File: config.mk
export PLATFORM = sky130hd
export DESIGN_NAME = lcd_show_glyph_flat
export DESIGN_NICKNAME = d
export VERILOG_FILES = /design/src/rtl/lcd_pkg.sv /design/src/rtl/lcd_show_glyph_if.sv /design/src/rtl/lcd_glyph_row_fetch.sv /design/src/rtl/lcd_show_glyph.sv /design/src/flat_wrapper.sv
export SDC_FILE = /design/constraint.sdc
export NUM_CORES = 1
export LEC_CHECK = 0
export CORE_MARGIN = 5
export CORE_UTILIZATION = 35
export DETAILED_ROUTE_END_ITERATION = 16
export PLACE_DENSITY_LB_ADDON = 0.05
export SYNTH_ARGS = -nofsm -noshare
export SYNTH_HDL_FRONTEND = slang
export SYNTH_HIERARCHICAL = 1
export SYNTH_SLANG_ARGS = --single-unit
File: constraint.sdc
create_clock -name sys_clk -period 2.56 [get_ports sys_clk]
set_input_delay 0.512 -clock sys_clk [delete_from_list [all_inputs] [get_ports sys_clk]]
set_output_delay 0.512 -clock sys_clk [all_outputs]
set_load 0.01 [all_outputs]
File: src/rtl/lcd_pkg.sv
// Shared constants, state encoding and byte helpers for the LCD glyph renderer.
// Build option LCD_GLYPH_SCALE2_EN (see lcd_show_glyph) does not affect this package.
package lcd_pkg;

   localparam logic [7:0] LCD_CMD_CASET = 8'h2A;
   localparam logic [7:0] LCD_CMD_RASET = 8'h2B;
   localparam logic [7:0] LCD_CMD_RAMWR = 8'h2C;

   localparam logic DC_CMD  = 1'b0;
   localparam logic DC_DATA = 1'b1;

   localparam logic [15:0] RGB565_BLACK = 16'h0000;
   localparam logic [15:0] RGB565_WHITE = 16'hFFFF;
   localparam logic [15:0] RGB565_RED   = 16'hF800;
   localparam logic [15:0] RGB565_GREEN = 16'h07E0;
   localparam logic [15:0] RGB565_BLUE  = 16'h001F;

   localparam logic [3:0] WIN_BYTES = 4'd11;

   typedef enum logic [2:0] {
      ST_IDLE  = 3'd0,
      ST_WIN   = 3'd1,
      ST_FETCH = 3'd2,
      ST_PIX   = 3'd3,
      ST_DONE  = 3'd4
   } glyph_state_e;

   // Window-setup sequence: CASET xs..xe, RASET ys..ye, then RAMWR.
   function automatic logic [8:0] win_byte(input logic [3:0] idx,
                                           input logic [15:0] xs, input logic [15:0] xe,
                                           input logic [15:0] ys, input logic [15:0] ye);
      logic [8:0] b;
      case (idx)
         4'd0:    b = {DC_CMD,  LCD_CMD_CASET};
         4'd1:    b = {DC_DATA, xs[15:8]};
         4'd2:    b = {DC_DATA, xs[7:0]};
         4'd3:    b = {DC_DATA, xe[15:8]};
         4'd4:    b = {DC_DATA, xe[7:0]};
         4'd5:    b = {DC_CMD,  LCD_CMD_RASET};
         4'd6:    b = {DC_DATA, ys[15:8]};
         4'd7:    b = {DC_DATA, ys[7:0]};
         4'd8:    b = {DC_DATA, ye[15:8]};
         4'd9:    b = {DC_DATA, ye[7:0]};
         4'd10:   b = {DC_CMD,  LCD_CMD_RAMWR};
         default: b = {DC_CMD,  8'h00};
      endcase
      return b;
   endfunction

   function automatic logic [8:0] px_byte(input logic [15:0] color, input logic lo);
      return {DC_DATA, (lo ? color[7:0] : color[15:8])};
   endfunction

endpackage

File: src/rtl/lcd_show_glyph_if.sv
// Request, font-ROM and SPI-writer signals of the glyph renderer; slave = renderer side.
interface lcd_show_glyph_if #(
   parameter int COORD_W = 9,
   parameter int ROM_AW  = 12,
   parameter int ROM_DW  = 8
);
   logic                start;
   logic [6:0]          ascii_num;
   logic [COORD_W-1:0]  start_x;
   logic [COORD_W-1:0]  start_y;
   logic [15:0]         fg_color;
   logic [15:0]         bg_color;
   logic [ROM_AW-1:0]   rom_addr;
   logic [ROM_DW-1:0]   rom_q;
   // Byte handshake: en_write pulses one cycle with lcd_data valid; lcd_data then holds
   // until the writer pulses wr_done, and wr_done with no byte outstanding is ignored.
   logic                wr_done;
   logic [8:0]          lcd_data;
   logic                en_write;
   logic                busy;
   logic                done;
   lcd_pkg::glyph_state_e dbg_state;

   modport master (
      output start, ascii_num, start_x, start_y, fg_color, bg_color, rom_q, wr_done,
      input  rom_addr, lcd_data, en_write, busy, done, dbg_state
   );

   modport slave (
      input  start, ascii_num, start_x, start_y, fg_color, bg_color, rom_q, wr_done,
      output rom_addr, lcd_data, en_write, busy, done, dbg_state
   );
endinterface

File: src/rtl/lcd_glyph_row_fetch.sv
// Font ROM row fetcher: maps a character code and row to a ROM address, waits
// the ROM latency and hands back the row word with a one-cycle row_valid.
module lcd_glyph_row_fetch #(
   parameter int FONT_H     = 16,
   parameter int ROM_DW     = 8,
   parameter int ROM_AW     = 12,
   parameter int FONT_BASE  = 1140,
   parameter int FIRST_CHAR = 32,
   parameter int LAST_CHAR  = 126,
   parameter int REPL_CHAR  = 63,
   parameter int ROM_LAT    = 2
) (
   input  logic              sys_clk,
   input  logic              sys_rst_n,
   input  logic              fetch,
   input  logic [6:0]        code,
   input  logic [4:0]        row,
   output logic [ROM_AW-1:0] rom_addr,
   input  logic [ROM_DW-1:0] rom_q,
   output logic [ROM_DW-1:0] row_data,
   output logic              row_valid
);

   logic [6:0]  code_eff;
   logic [31:0] addr_full;
   logic [2:0]  lat_cnt;
   logic        waiting;

   always_comb begin
      code_eff = code;
      if (code < 7'(FIRST_CHAR) || code > 7'(LAST_CHAR))
         code_eff = 7'(REPL_CHAR);
      addr_full = 32'(FONT_BASE) + 32'(code_eff - 7'(FIRST_CHAR)) * 32'(FONT_H) + 32'(row);
   end

   // rom_q is taken ROM_LAT+1 edges after the address register updates.
   always_ff @(posedge sys_clk or negedge sys_rst_n) begin
      if (!sys_rst_n) begin
         rom_addr  <= '0;
         lat_cnt   <= '0;
         waiting   <= 1'b0;
         row_data  <= '0;
         row_valid <= 1'b0;
      end else begin
         row_valid <= 1'b0;
         if (fetch) begin
            rom_addr <= ROM_AW'(addr_full);
            lat_cnt  <= '0;
            waiting  <= 1'b1;
         end else if (waiting) begin
            if (lat_cnt == 3'(ROM_LAT)) begin
               row_data  <= rom_q;
               row_valid <= 1'b1;
               waiting   <= 1'b0;
            end else begin
               lat_cnt <= lat_cnt + 3'd1;
            end
         end
      end
   end

endmodule

File: src/rtl/lcd_show_glyph.sv
// Renders one font glyph as an LCD window-setup plus RGB565 pixel byte stream.
// Define LCD_GLYPH_SCALE2_EN to draw every font pixel as a 2x2 block.
module lcd_show_glyph import lcd_pkg::*; #(
   parameter int FONT_W     = 8,
   parameter int FONT_H     = 16,
   parameter int ROM_DW     = 8,
   parameter int ROM_AW     = 12,
   parameter int FONT_BASE  = 1140,
   parameter int FIRST_CHAR = 32,
   parameter int LAST_CHAR  = 126,
   parameter int REPL_CHAR  = 63,
   parameter int ROM_LAT    = 2,
   parameter int COORD_W    = 9
) (
   input logic              sys_clk,
   input logic              sys_rst_n,
   lcd_show_glyph_if.slave  gif
);

`ifdef LCD_GLYPH_SCALE2_EN
   localparam int SCALE = 2;
`else
   localparam int SCALE = 1;
`endif
   localparam int W_EFF = SCALE * FONT_W;
   localparam int H_EFF = SCALE * FONT_H;

   glyph_state_e         state;
   logic [8:0]           lcd_data_r;
   logic                 en_write_r;
   logic                 busy_r;
   logic                 done_r;
   logic                 pending;
   logic [3:0]           win_idx;
   logic [4:0]           col;
   logic [4:0]           row;
   logic                 half;
   logic [6:0]           code_r;
   logic [COORD_W-1:0]   xs_r, xe_r, ys_r, ye_r;
   logic [15:0]          fg_r, bg_r;
   logic [ROM_DW-1:0]    shift_r;
   logic                 fetch_req;
   logic [ROM_DW-1:0]    row_data;
   logic                 row_valid;
   logic [15:0]          cur_color, next_color;
   logic                 px_repeat, line_repeat;
   logic [ROM_DW-1:0]    line_copy;
   logic                 lo_ack;

   assign cur_color  = shift_r[0] ? fg_r : bg_r;
   assign next_color = shift_r[1] ? fg_r : bg_r;
   assign lo_ack     = (state == ST_PIX) && pending && gif.wr_done && half;

`ifdef LCD_GLYPH_SCALE2_EN
   logic              dup_px, dup_line;
   logic [ROM_DW-1:0] save_r;

   assign px_repeat   = !dup_px;
   assign line_repeat = !dup_line;
   assign line_copy   = save_r;

   // Second copy of each pixel, and second line of each font row replayed from save_r.
   always_ff @(posedge sys_clk or negedge sys_rst_n) begin
      if (!sys_rst_n) begin
         dup_px   <= 1'b0;
         dup_line <= 1'b0;
         save_r   <= '0;
      end else begin
         if (state == ST_FETCH && row_valid)
            save_r <= row_data;
         if (lo_ack) begin
            dup_px <= !dup_px;
            if (dup_px && col == 5'(FONT_W-1))
               dup_line <= !dup_line;
         end
      end
   end
`else
   assign px_repeat   = 1'b0;
   assign line_repeat = 1'b0;
   assign line_copy   = '0;
`endif

   lcd_glyph_row_fetch #(
      .FONT_H(FONT_H), .ROM_DW(ROM_DW), .ROM_AW(ROM_AW), .FONT_BASE(FONT_BASE),
      .FIRST_CHAR(FIRST_CHAR), .LAST_CHAR(LAST_CHAR), .REPL_CHAR(REPL_CHAR), .ROM_LAT(ROM_LAT)
   ) u_fetch (
      .sys_clk   (sys_clk),
      .sys_rst_n (sys_rst_n),
      .fetch     (fetch_req),
      .code      (code_r),
      .row       (row),
      .rom_addr  (gif.rom_addr),
      .rom_q     (gif.rom_q),
      .row_data  (row_data),
      .row_valid (row_valid)
   );

   always_ff @(posedge sys_clk or negedge sys_rst_n) begin
      if (!sys_rst_n) begin
         state      <= ST_IDLE;
         lcd_data_r <= '0;
         en_write_r <= 1'b0;
         busy_r     <= 1'b0;
         done_r     <= 1'b0;
         pending    <= 1'b0;
         win_idx    <= '0;
         col        <= '0;
         row        <= '0;
         half       <= 1'b0;
         code_r     <= '0;
         xs_r       <= '0;
         xe_r       <= '0;
         ys_r       <= '0;
         ye_r       <= '0;
         fg_r       <= '0;
         bg_r       <= '0;
         shift_r    <= '0;
         fetch_req  <= 1'b0;
      end else begin
         en_write_r <= 1'b0;
         done_r     <= 1'b0;
         fetch_req  <= 1'b0;
         case (state)
            ST_IDLE: begin
               if (gif.start) begin
                  code_r     <= gif.ascii_num;
                  xs_r       <= gif.start_x;
                  xe_r       <= gif.start_x + COORD_W'(W_EFF-1);
                  ys_r       <= gif.start_y;
                  ye_r       <= gif.start_y + COORD_W'(H_EFF-1);
                  fg_r       <= gif.fg_color;
                  bg_r       <= gif.bg_color;
                  win_idx    <= 4'd1;
                  row        <= '0;
                  col        <= '0;
                  half       <= 1'b0;
                  lcd_data_r <= {DC_CMD, LCD_CMD_CASET};
                  en_write_r <= 1'b1;
                  pending    <= 1'b1;
                  busy_r     <= 1'b1;
                  state      <= ST_WIN;
               end
            end
            ST_WIN: begin
               if (pending && gif.wr_done) begin
                  if (win_idx == WIN_BYTES) begin
                     pending   <= 1'b0;
                     fetch_req <= 1'b1;
                     state     <= ST_FETCH;
                  end else begin
                     lcd_data_r <= win_byte(win_idx, 16'(xs_r), 16'(xe_r), 16'(ys_r), 16'(ye_r));
                     en_write_r <= 1'b1;
                     win_idx    <= win_idx + 4'd1;
                  end
               end
            end
            ST_FETCH: begin
               if (row_valid) begin
                  shift_r    <= row_data;
                  col        <= '0;
                  half       <= 1'b0;
                  lcd_data_r <= px_byte(row_data[0] ? fg_r : bg_r, 1'b0);
                  en_write_r <= 1'b1;
                  pending    <= 1'b1;
                  state      <= ST_PIX;
               end
            end
            ST_PIX: begin
               if (pending && gif.wr_done) begin
                  if (!half) begin
                     half       <= 1'b1;
                     lcd_data_r <= px_byte(cur_color, 1'b1);
                     en_write_r <= 1'b1;
                  end else begin
                     half <= 1'b0;
                     if (px_repeat) begin
                        lcd_data_r <= px_byte(cur_color, 1'b0);
                        en_write_r <= 1'b1;
                     end else if (col != 5'(FONT_W-1)) begin
                        col        <= col + 5'd1;
                        shift_r    <= shift_r >> 1;
                        lcd_data_r <= px_byte(next_color, 1'b0);
                        en_write_r <= 1'b1;
                     end else if (line_repeat) begin
                        col        <= '0;
                        shift_r    <= line_copy;
                        lcd_data_r <= px_byte(line_copy[0] ? fg_r : bg_r, 1'b0);
                        en_write_r <= 1'b1;
                     end else if (row != 5'(FONT_H-1)) begin
                        col       <= '0;
                        row       <= row + 5'd1;
                        pending   <= 1'b0;
                        fetch_req <= 1'b1;
                        state     <= ST_FETCH;
                     end else begin
                        pending <= 1'b0;
                        busy_r  <= 1'b0;
                        done_r  <= 1'b1;
                        state   <= ST_DONE;
                     end
                  end
               end
            end
            ST_DONE: state <= ST_IDLE;
            default: state <= ST_IDLE;
         endcase
      end
   end

   assign gif.lcd_data  = lcd_data_r;
   assign gif.en_write  = en_write_r;
   assign gif.busy      = busy_r;
   assign gif.done      = done_r;
   assign gif.dbg_state = state;

endmodule

File: src/flat_wrapper.sv
// flat-port wrapper written by rule: the top's interface ports become plain ports
module lcd_show_glyph_flat import lcd_pkg::*;
#(
   parameter int FONT_W     = 8,
   parameter int FONT_H     = 16,
   parameter int ROM_DW     = 8,
   parameter int ROM_AW     = 12,
   parameter int FONT_BASE  = 1140,
   parameter int FIRST_CHAR = 32,
   parameter int LAST_CHAR  = 126,
   parameter int REPL_CHAR  = 63,
   parameter int ROM_LAT    = 2,
   parameter int COORD_W    = 9
)
  (sys_clk, sys_rst_n, gif_start, gif_ascii_num, gif_start_x, gif_start_y, gif_fg_color, gif_bg_color, gif_rom_q, gif_wr_done, gif_rom_addr, gif_lcd_data, gif_en_write, gif_busy, gif_done, gif_dbg_state);
  lcd_show_glyph_if #(.COORD_W(COORD_W), .ROM_AW(ROM_AW), .ROM_DW(ROM_DW)) gif_i ();
  input logic sys_clk;
  input logic sys_rst_n;
  input wire logic [$bits(gif_i.start)-1:0] gif_start;
  input wire logic [$bits(gif_i.ascii_num)-1:0] gif_ascii_num;
  input wire logic [$bits(gif_i.start_x)-1:0] gif_start_x;
  input wire logic [$bits(gif_i.start_y)-1:0] gif_start_y;
  input wire logic [$bits(gif_i.fg_color)-1:0] gif_fg_color;
  input wire logic [$bits(gif_i.bg_color)-1:0] gif_bg_color;
  input wire logic [$bits(gif_i.rom_q)-1:0] gif_rom_q;
  input wire logic [$bits(gif_i.wr_done)-1:0] gif_wr_done;
  output wire logic [$bits(gif_i.rom_addr)-1:0] gif_rom_addr;
  output wire logic [$bits(gif_i.lcd_data)-1:0] gif_lcd_data;
  output wire logic [$bits(gif_i.en_write)-1:0] gif_en_write;
  output wire logic [$bits(gif_i.busy)-1:0] gif_busy;
  output wire logic [$bits(gif_i.done)-1:0] gif_done;
  output wire logic [$bits(gif_i.dbg_state)-1:0] gif_dbg_state;
  assign gif_i.start = gif_start;
  assign gif_i.ascii_num = gif_ascii_num;
  assign gif_i.start_x = gif_start_x;
  assign gif_i.start_y = gif_start_y;
  assign gif_i.fg_color = gif_fg_color;
  assign gif_i.bg_color = gif_bg_color;
  assign gif_i.rom_q = gif_rom_q;
  assign gif_i.wr_done = gif_wr_done;
  assign gif_rom_addr = gif_i.rom_addr;
  assign gif_lcd_data = gif_i.lcd_data;
  assign gif_en_write = gif_i.en_write;
  assign gif_busy = gif_i.busy;
  assign gif_done = gif_i.done;
  assign gif_dbg_state = gif_i.dbg_state;
  lcd_show_glyph #(.FONT_W(FONT_W), .FONT_H(FONT_H), .ROM_DW(ROM_DW), .ROM_AW(ROM_AW), .FONT_BASE(FONT_BASE), .FIRST_CHAR(FIRST_CHAR), .LAST_CHAR(LAST_CHAR), .REPL_CHAR(REPL_CHAR), .ROM_LAT(ROM_LAT), .COORD_W(COORD_W)) u_core (.sys_clk(sys_clk), .sys_rst_n(sys_rst_n), .gif(gif_i));
endmodule
==> results.yml, run 1 <==
pwr:
  power-per-cell-area_mw_per_mm2: 1010
  peakVddDrop_mv: 0.433
  leakagePower_uw: 0.00422
global_route:
  grt_pass1_wl_mm: 31.3
  overflow: 0
  first_global_vias: 6164
  antenna_found_initial: 0
  grtUsageTotal_pct: 16.0
  grt_max_degree: 58
synth:
  synth_fa_ha_area_share_pct: 2.90
  synth.top_cell.area_share_pct: 47.8
  synth-compound-area-share_pct: 14.4
  yosysMostFrequentCell: "nand2_1"
  ys_warn_count: 6
  yosys-top-cells-area: "dfrtp_1 48%, nand2_1 11%, mux2i_1 4.6%"
  synth_simple_gate_area_share_pct: 22.4
  synth_edf_count: 0
  synth_area_mm2: 0.00733
  syn_avg_cell_area_um2: 9.07
  yosysSeqAreaShare_pct: 47.8
  synth_top_family_by_area: "simple AND/OR/NAND/NOR gates"
  synth-seq-cells: 140
  netlist_top_cells_count: "224 x nand2_1, 140 x dfrtp_1, 44 x o21ai_0"
  synth_nets: 894
  synth_mux_area_share_pct: 6.64
  synth_cell_type_count: 68
  synthXorXnorAreaFrac_pct: 2.15
  async_flop_share_pct: 100
  ys.flop_type: "dfrtp_1"
  yosys.area.top_type: "dfrtp_1"
  synth_cells: 808
worst_setup_path:
  criticalPathCategory: "reg -> reg"
  slowest_stage: "or4b_4"
  cp_num_buf_inv: 0
  timing.rr.end: "u_core/row[3]$_DFFE_PN0P_"
  path_cells: "ha_1 -> and3_1 -> ha_1 -> nand3b_1 -> o21ai_0 -> or4b_4 -> or3_1 -> a21oi_1"
  critPathMostFrequentCell: "ha_1"
  crit_cells: 8
  cp-end-kind: "register"
  r2r_cells: 8
  slowest_delay_ns: 0.52
  startpoint: "u_core/row[0]$_DFFE_PN0P_"
  crit_family: "simple AND/OR/NAND/NOR gates"
  arrival_ns: 2.71
  path_max_fanout: 7
  crit_path_start_kind: "register"
  reg2reg_slack_ns: 0.19
  timing.rr.start: "u_core/row[0]$_DFFE_PN0P_"
  required_ns: 2.90
layout:
  final_nets: 987
  fillers: 2080
  areaGrowthSynthToFinish_pct: 26.5
  drive_above_1_share_pct: 9.75
  antenna_cells: 0
  final_cells: 1188
cts:
  cts_root_buf: "clkbuf_16"
  cts_inserted_buffers: 17
  cts_tree: "done"
  clock_latency_ns: 0.42
  cts_buffer_depth: 2
  clock_sinks: 140
  cts_resized: 0
  cts_max_level: 4
  cts_setup_buffers: 0
  hold_buffers: 0
  path_clk_slew_ns: 0.06
floorplanning:
  die_area_mm2: 0.0239
  num_rows: 53
  die_h_um: 155
  start_util_pct: 35.2
  core_mm2: 0.0208
  ioPinCount: 96
  fp.dieW_um: 155
place:
  placed_cells: 1157
  place_congestion: 0.806
  place_ws_ns: 0.0961
  portBuffers: 95
  dp_hpwl_mm: 13.7
sta:
  finalMaxSlewViolations: 0
  fin_skew_ns: 0.0115
  fin_crit_sh_pct: 92.6
  period_needed_ns: 2.37
  setup_slack_ns: 0.190
  fin_tns_setup_ns: 0
  tightestPinTransition_ns: 0.654
  rsz0062_at_grt: "false"
  maxSlewHeadroom_pct: 56.4
  setup_violations: 0
  hold_viol_final: 0
  holdWs_ns: 0.0424
  clock.fmax_mhz: 422
flow_run:
  maxCapViolCount: 0
routing:
  postRouteAntennaNets: 0
  wl_per_cell_um: 15.8
  wl_mm: 18.8
  routed_via_density: 5.00
  firstDrtPassIters: 4
  drtIter0Drc: 262
  drc_errors: 0
  vias: 5943
status:
  status: "finished, final reports clean"
min_path:
  hold_path_class: "in -> async"
## placed cells by master (no fill, tap or decap), drive strengths merged, types with 5 or more instances in the layout
master / n
clkinv: 6
mux2: 13
inv: 20
o22a: 5
a22oi: 5
xnor2: 7
ha: 17
xor2: 11
a21oi: 36
buf: 26
nand3b: 5
nor2: 39
mux2i: 34
o22ai: 7
nand2: 224
and3b: 7
nor4: 6
and3: 8
dfrtp: 140
a22o: 6
o21ai: 46
clkdlybuf4s50: 94
nand2b: 15
clkbuf: 20
a211oi: 6
a31oi: 16
nand3: 18
nor3: 6
## routing by layer
metal,GRT usage [%],share of wire (%),vias to the layer above
met4,4.42,1.3,0
met5,0,0,-
met2,26.1,48,102
met3,3.16,3.6,14
met1,21.7,47,2845
li1,-,-,2982
## flip-flops by register name, summed over array words and instances, names as in the netlist, 3 cells and up
name	flops
u_core/u_fetch/lat_cnt	3
u_core/xs_r	9
u_core/xe_r	9
u_core/bg_r	16
u_core/gif.dbg_state	3
u_core/shift_r	8
u_core/code_r	7
u_core/fg_r	16
u_core/ys_r	9
u_core/col	5
u_core/ye_r	9
u_core/row	5
u_core/u_fetch/rom_addr	12
u_core/win_idx	4
u_core/u_fetch/row_data	8
u_core/gif.lcd_data	9
## how the worst max path moves through the flow
stage	slack, ns	to
6_report	0.19	u_core/row[3]$_DFFE_PN0P_
5_1_grt	0.003	u_core/u_fetch/rom_addr[8]$_DFFE_PN0P_
4_1_cts	0.13	u_core/u_fetch/rom_addr[8]$_DFFE_PN0P_
3_5_place_dp	0.1	u_core/row[3]$_DFFE_PN0P_
3_3_place_gp	0.14	u_core/row[3]$_DFFE_PN0P_
2_1_floorplan	0.25	u_core/row[3]$_DFFE_PN0P_
## worst register-to-register path, cell delays in order, from the launching register on
cell and delay [ns]:
dfrtp_1 0.42, ha_1 0.23, and3_1 0.19, ha_1 0.19, nand3b_1 0.15, o21ai_0 0.09
or4b_4 0.52, or3_1 0.36, a21oi_1 0.14
## area by class of cell
class | count | area [µm²] | area share (%)
clock buffers | 20 | 467 | 5.04
clock inverters | 11 | 141 | 1.53
inverters | 21 | 78.8 | 0.850
multi-input cells | 601 | 3570 | 38.5
flip-flops and latches | 140 | 3500 | 37.8
well taps | 275 | 344 | 3.71
repair buffers | 120 | 1160 | 12.6
## power breakdown
part | internal [µW] | switching (µW)
combinational | 1450 | 1620
clock | 1600 | 948
sequential | 2970 | 728
## per-stage QoR
| step | util [%] | instance area (µm²) | power (µW) |
|---|---|---|---|
| 6_report | 44.5 | 9270 | 9330 |
| 5_1_grt | 44.5 | 9270 | 10000 |
| 4_1_cts | 44.5 | 9260 | 9440 |
| 3_5_place_dp | 41.6 | 8650 | 6830 |
| 3_3_place_gp | 41.6 | 8650 | 6750 |
| 2_1_floorplan | - | 7330 | 5690 |
## cell families after synthesis
family / Yosys count
and+or+nand+nor: 358
AOI/OAI and AO/OA: 161
DFF: 140
buffers and inverters: 67
muxes: 47
xor gates and xnor gates: 18
adders and majority gates: 17
Power figures use the tool's default switching activity.
==> inputs of run 2 (changes only) <==
Settings changed: CTS_BUF_LIST set to sky130_fd_sc_hd__clkbuf_2 sky130_fd_sc_hd__clkbuf_4 sky130_fd_sc_hd__clkbuf_8, DONT_BUFFER_PORTS set to 1.
==> results.yml, run 2 (synthesis results as in run 1) <==
status:
  status: "finished, violations left"
  violations: "negative hold slack"
routing:
  postRouteAntennaNets: 0
  vias: 5627
  wl_per_cell_um: 17.1
  drc_errors: 0
  drtIter0Drc: 296
  firstDrtPassIters: 4
  routed_via_density: 5.16
  wl_mm: 18.7
layout:
  antenna_cells: 0
  final_cells: 1091
  final_common_cell: "nand2_1"
  final_nets: 889
  areaGrowthSynthToFinish_pct: 9.94
  drive_above_1_share_pct: 10.5
  final_cell_area_mm2: 0.00806
  layout_common_cells: "224 x nand2_1, 140 x dfrtp_1, 44 x o21ai_0, 38 x nor2_1"
  fillers: 2136
  top_regs: "u_core/bg_r x16, u_core/fg_r x16, u_core/u_fetch/rom_addr x12"
pwr:
  power-per-cell-area_mw_per_mm2: 1020
  leakagePower_uw: 0.00374
  peakVddDrop_mv: 0.375
cts:
  cts_setup_buffers: 0
  path_clk_slew_ns: 0.08
  clock_latency_ns: 0.45
  cts_buffer_depth: 2
  cts_tree: "done"
  clock_sinks: 140
  cts_inserted_buffers: 17
  cts_root_buf: "clkbuf_8"
  cts_max_level: 4
sta:
  tightestPinTransition_ns: 0.727
  setup_slack_ns: 0.183
  rsz0062_at_grt: "false"
  maxSlewHeadroom_pct: 51.3
  fin_crit_sh_pct: 92.8
  finalMaxSlewViolations: 0
  setup_violations: 0
  period_needed_ns: 2.38
  holdWs_ns: -0.246
  clock.fmax_mhz: 421
  fin_tns_setup_ns: 0
  fin_skew_ns: 0.0162
  hold_viol_final: 140
floorplanning:
  ioPinCount: 96
  core_mm2: 0.0208
  num_rows: 53
  start_util_pct: 35.2
  fp.dieW_um: 155
  die_h_um: 155
  die_area_mm2: 0.0239
worst_setup_path:
  path_max_fanout: 9
  critPathMostFrequentCell: "ha_1"
  slowest_stage: "dfrtp_1"
  required_ns: 2.89
  arrival_ns: 2.71
  crit_family: "simple AND/OR/NAND/NOR gates"
  startpoint: "u_core/code_r[5]$_DFFE_PN0P_"
  criticalPathCategory: "reg -> reg"
  cp_num_buf_inv: 1
  slowest_delay_ns: 0.49
  path_cells: "nor2_2 -> nor2_1 -> ha_1 -> inv_1 -> ha_1 -> and3b_1 -> o221ai_2 -> o2111a_1 -> or3_1"
  cp-end-kind: "register"
  crit_path_start_kind: "register"
  timing.rr.start: "u_core/code_r[5]$_DFFE_PN0P_"
place:
  place_area_mm2: 0.00767
  portBuffers: 0
  place_congestion: 0.813
  placed_cells: 1059
  place_ws_ns: 0.137
  dp_hpwl_mm: 13.2
global_route:
  overflow: 0
  first_global_vias: 5683
  grt_pass1_wl_mm: 30.4
  grtUsageTotal_pct: 15.9
  grt_max_degree: 141
  antenna_found_initial: 0
flow_run:
  maxCapViolCount: 0
min_path:
  hold_path_class: "in -> async"
==> run 2: cell types whose count changed in the layout (fill, tap and decap cells not counted), moves of 2 or more <==
| cell | before | now |
|---|---|---|
| clkdlybuf4s50_1 | 94 | 0 |
| clkinv_4 | 0 | 2 |
| clkinv_2 | 4 | 6 |
| clkbuf_16 | 17 | 0 |
| clkbuf_8 | 3 | 17 |
| buf_4 | 23 | 21 |
==> run 2: final timing paths <==
path,endpoint,slack [ns],cells after the start
worst max register to register,u_core/u_fetch/rom_addr[8]$_DFFE_PN0P_,0.18,9
worst min-delay path,u_core/u_fetch/rom_addr[10]$_DFFE_PN0P_,-0.25,0
max in group asynchronous,u_core/fg_r[12]$_DFFE_PN0P_,2.56,0
min in group sys_clk,u_core/ye_r[0]$_DFFE_PN0P_,0.15,1
worst min register to register,u_core/bg_r[4]$_DFFE_PN0P_,0.48,2
worst max-delay path,u_core/u_fetch/rom_addr[8]$_DFFE_PN0P_,0.18,9
==> run 2: timing repair <==
| action | in CTS | in global routing |
|---|---|---|
| endpoints found under the hold margin | 140 | 140 |
| resized for setup | 0 | 2 |
| endpoints found under the setup margin | 0 | 4 |
==> run 2: through the flow <==
step | util (%) | power, µW
CTS | 38.7 | 8360
global placement | 36.8 | 6460
finish | 38.7 | 8230
floorplan | - | 5690
detailed placement | 36.8 | 6540
global route | 38.7 | 8910
==> run 2: final cells by class <==
| type | count | area (µm²) | share of cell area [%] |
|---|---|---|---|
| flip-flops and latches | 140 | 3500 | 43.5 |
| clock inverters | 15 | 148 | 1.83 |
| repair buffers | 22 | 178 | 2.21 |
| inverters | 21 | 78.8 | 0.979 |
| multi-input cells | 601 | 3570 | 44.3 |
| well taps | 275 | 344 | 4.27 |
| clock buffers | 17 | 234 | 2.90 |
==> run 2: power by group <==
part           switching, µW  internal, µW
combinational           1500          1220
clock                    893           861
sequential               794          2970
total                   3190          5040
==> run 2: worst reg2reg max path, cell delays in order, from the launching register on <==
cell      delay [ns]
dfrtp_1         0.49
nor2_2          0.10
nor2_1          0.12
ha_1            0.16
inv_1           0.05
ha_1            0.31
and3b_1         0.28
o221ai_2        0.16
o2111a_1        0.24
or3_1           0.35
==> run 2: metal layers <==
layer	up-vias	global-route usage (%)	share of wire, %
met5	-	0	0
met1	2741	21.0	46
li1	2793	-	-
met4	0	4.12	1.1
met3	13	4.76	4.6
met2	80	25.5	48
==> inputs of run 3 (changes only) <==
Settings changed: CORE_UTILIZATION 35 to 45, CTS_BUF_LIST sky130_fd_sc_hd__clkbuf_2 sky130_fd_sc_hd__clkbuf_4 sky130_fd_sc_hd__clkbuf_8 to sky130_fd_sc_hd__clkbuf_8, DONT_BUFFER_PORTS 1 to unset.
==> results.yml, run 3 (synthesis results as in run 1) <==
sta:
  period_needed_ns: 2.40
  rsz0062_at_grt: "false"
  clock.fmax_mhz: 416
  hold_viol_final: 0
  maxSlewHeadroom_pct: 51.2
  fin_tns_setup_ns: 0
  finalMaxSlewViolations: 0
  fin_crit_sh_pct: 93.9
  fin_skew_ns: 0.0129
  tightestPinTransition_ns: 0.729
  setup_violations: 0
global_route:
  grt_max_degree: 59
  grtUsageTotal_pct: 19.8
  antenna_found_initial: 0
  overflow: 0
  grt_pass1_wl_mm: 29.7
  first_global_vias: 6028
worst_setup_path:
  arrival_ns: 2.76
  slowest_delay_ns: 0.52
  required_ns: 2.92
  crit_family: "simple AND/OR/NAND/NOR gates"
  timing.rr.start: "u_core/row[1]$_DFFE_PN0P_"
  cp_num_buf_inv: 0
  path_max_fanout: 7
  cp-end-kind: "register"
  path_cells: "ha_1 -> and3_1 -> ha_2 -> nand3b_1 -> o21ai_0 -> or4b_4 -> or3_1 -> a21oi_1"
  crit_path_start_kind: "register"
  criticalPathCategory: "reg -> reg"
  slowest_stage: "or4b_4"
  startpoint: "u_core/row[1]$_DFFE_PN0P_"
floorplanning:
  core_mm2: 0.0159
  ioPinCount: 96
  start_util_pct: 46.0
  num_rows: 46
  die_h_um: 138
  die_area_mm2: 0.0189
  fp.dieW_um: 138
routing:
  drtIter0Drc: 486
  drc_errors: 0
  firstDrtPassIters: 6
  vias: 6058
  postRouteAntennaNets: 0
  wl_mm: 17.8
  routed_via_density: 5.37
  wl_per_cell_um: 15.8
cts:
  cts_inserted_buffers: 17
  clock_latency_ns: 0.45
  cts_buffer_depth: 2
  cts_tree: "done"
  path_clk_slew_ns: 0.08
  clock_sinks: 140
  cts_root_buf: "clkbuf_8"
  cts_max_level: 4
flow_run:
  maxCapViolCount: 0
pwr:
  peakVddDrop_mv: 0.545
  leakagePower_uw: 0.00412
  power-per-cell-area_mw_per_mm2: 950
  p_total_uw: 8520
layout:
  post-route-util_pct: 56.3
  drive_above_1_share_pct: 9.54
  top_regs: "u_core/bg_r x16, u_core/fg_r x16, u_core/u_fetch/rom_addr x12"
  layout_common_cells: "224 x nand2_1, 140 x dfrtp_1, 94 x clkdlybuf4s50_1, 44 x o21ai_0, 38 x nor2_1"
  areaGrowthSynthToFinish_pct: 22.5
  fillers: 1450
  antenna_cells: 0
  final_common_cell: "nand2_1"
  final_nets: 985
place:
  portBuffers: 95
  dp_hpwl_mm: 12.9
  place_congestion: 0.911
min_path:
  hold_path_class: "in -> async"
status:
  status: "finished, final reports clean"
[run 3: cell count changes in the layout (fill, tap and decap cells not counted), sizes merged]
cell and delta:
buf +2, clkbuf +2, clkdlybuf4s50 +94, clkinv -3, clkinvlp +1
[run 3: timing repair]
action,CTS,global route
endpoints found under the setup margin,0,3
endpoints found under the hold margin,0,0
setup buffers,0,0
hold buffers,0,0
gates resized for setup,0,3
[run 3: worst register-to-register path, delay by kind of cell, from the launching register on]
family | cells | cell delay [ns]
adders and majority gates | 2 | 0.41
AOI/OAI and AO/OA | 2 | 0.26
and+or+nand+nor | 4 | 1.23
DFF | 1 | 0.42
[run 3: path summary, 6_finish.rpt]
path | slack (ns) | depth (start not counted) | end
worst max register to register | 0.16 | 8 | u_core/row[3]$_DFFE_PN0P_
max in group asynchronous | 1.85 | 2 | u_core/fg_r[12]$_DFFE_PN0P_
worst min register to register | 0.48 | 2 | u_core/xe_r[1]$_DFFE_PN0P_
worst min-delay path | 0.04 | 1 | u_core/u_fetch/rom_addr[9]$_DFFE_PN0P_
min in group sys_clk | 0.48 | 2 | u_core/xe_r[1]$_DFFE_PN0P_
worst max-delay path | 0.16 | 8 | u_core/row[3]$_DFFE_PN0P_
[run 3: final cells by class]
cell class	count	area, µm²	area share (%)
multi-input combinational	601	3570	39.8
timing repair buffer	118	1160	13.0
clock inverter	13	126	1.41
inverter	21	78.8	0.878
clock buffer	19	262	2.91
sequential	140	3500	39.0
tap	216	270	3.01
[run 3: per-layer routing]
metal,wire length [µm],vias up,track usage (%)
met5,0,-,0
met3,847,18,5.11
met1,8060,2905,26.9
met4,277,0,5.82
li1,-,2981,-
met2,8650,154,31.2
[run 3: power by group]
group          internal [µW]  total, µW  switching (µW)
Clock                    903       1740             837
Sequential              2970       3690             725
Combinational           1470       3090            1630
[run 3: stage by stage]
step | cell area [µm²] | hold WS (ns) | cells | setup WS [ns]
final | 8970 | 0.0382 | 1128 | 0.157
after global routing | 8970 | 0.0345 | 1128 | 0.0153
after detailed placement | 8580 | 0.463 | 1096 | 0.0764
after floorplan | 7330 | 0.216 | 808 | 0.253
after CTS | 8970 | 0.0284 | 1128 | 0.0665
after global placement | 8580 | 0.462 | 1096 | 0.119
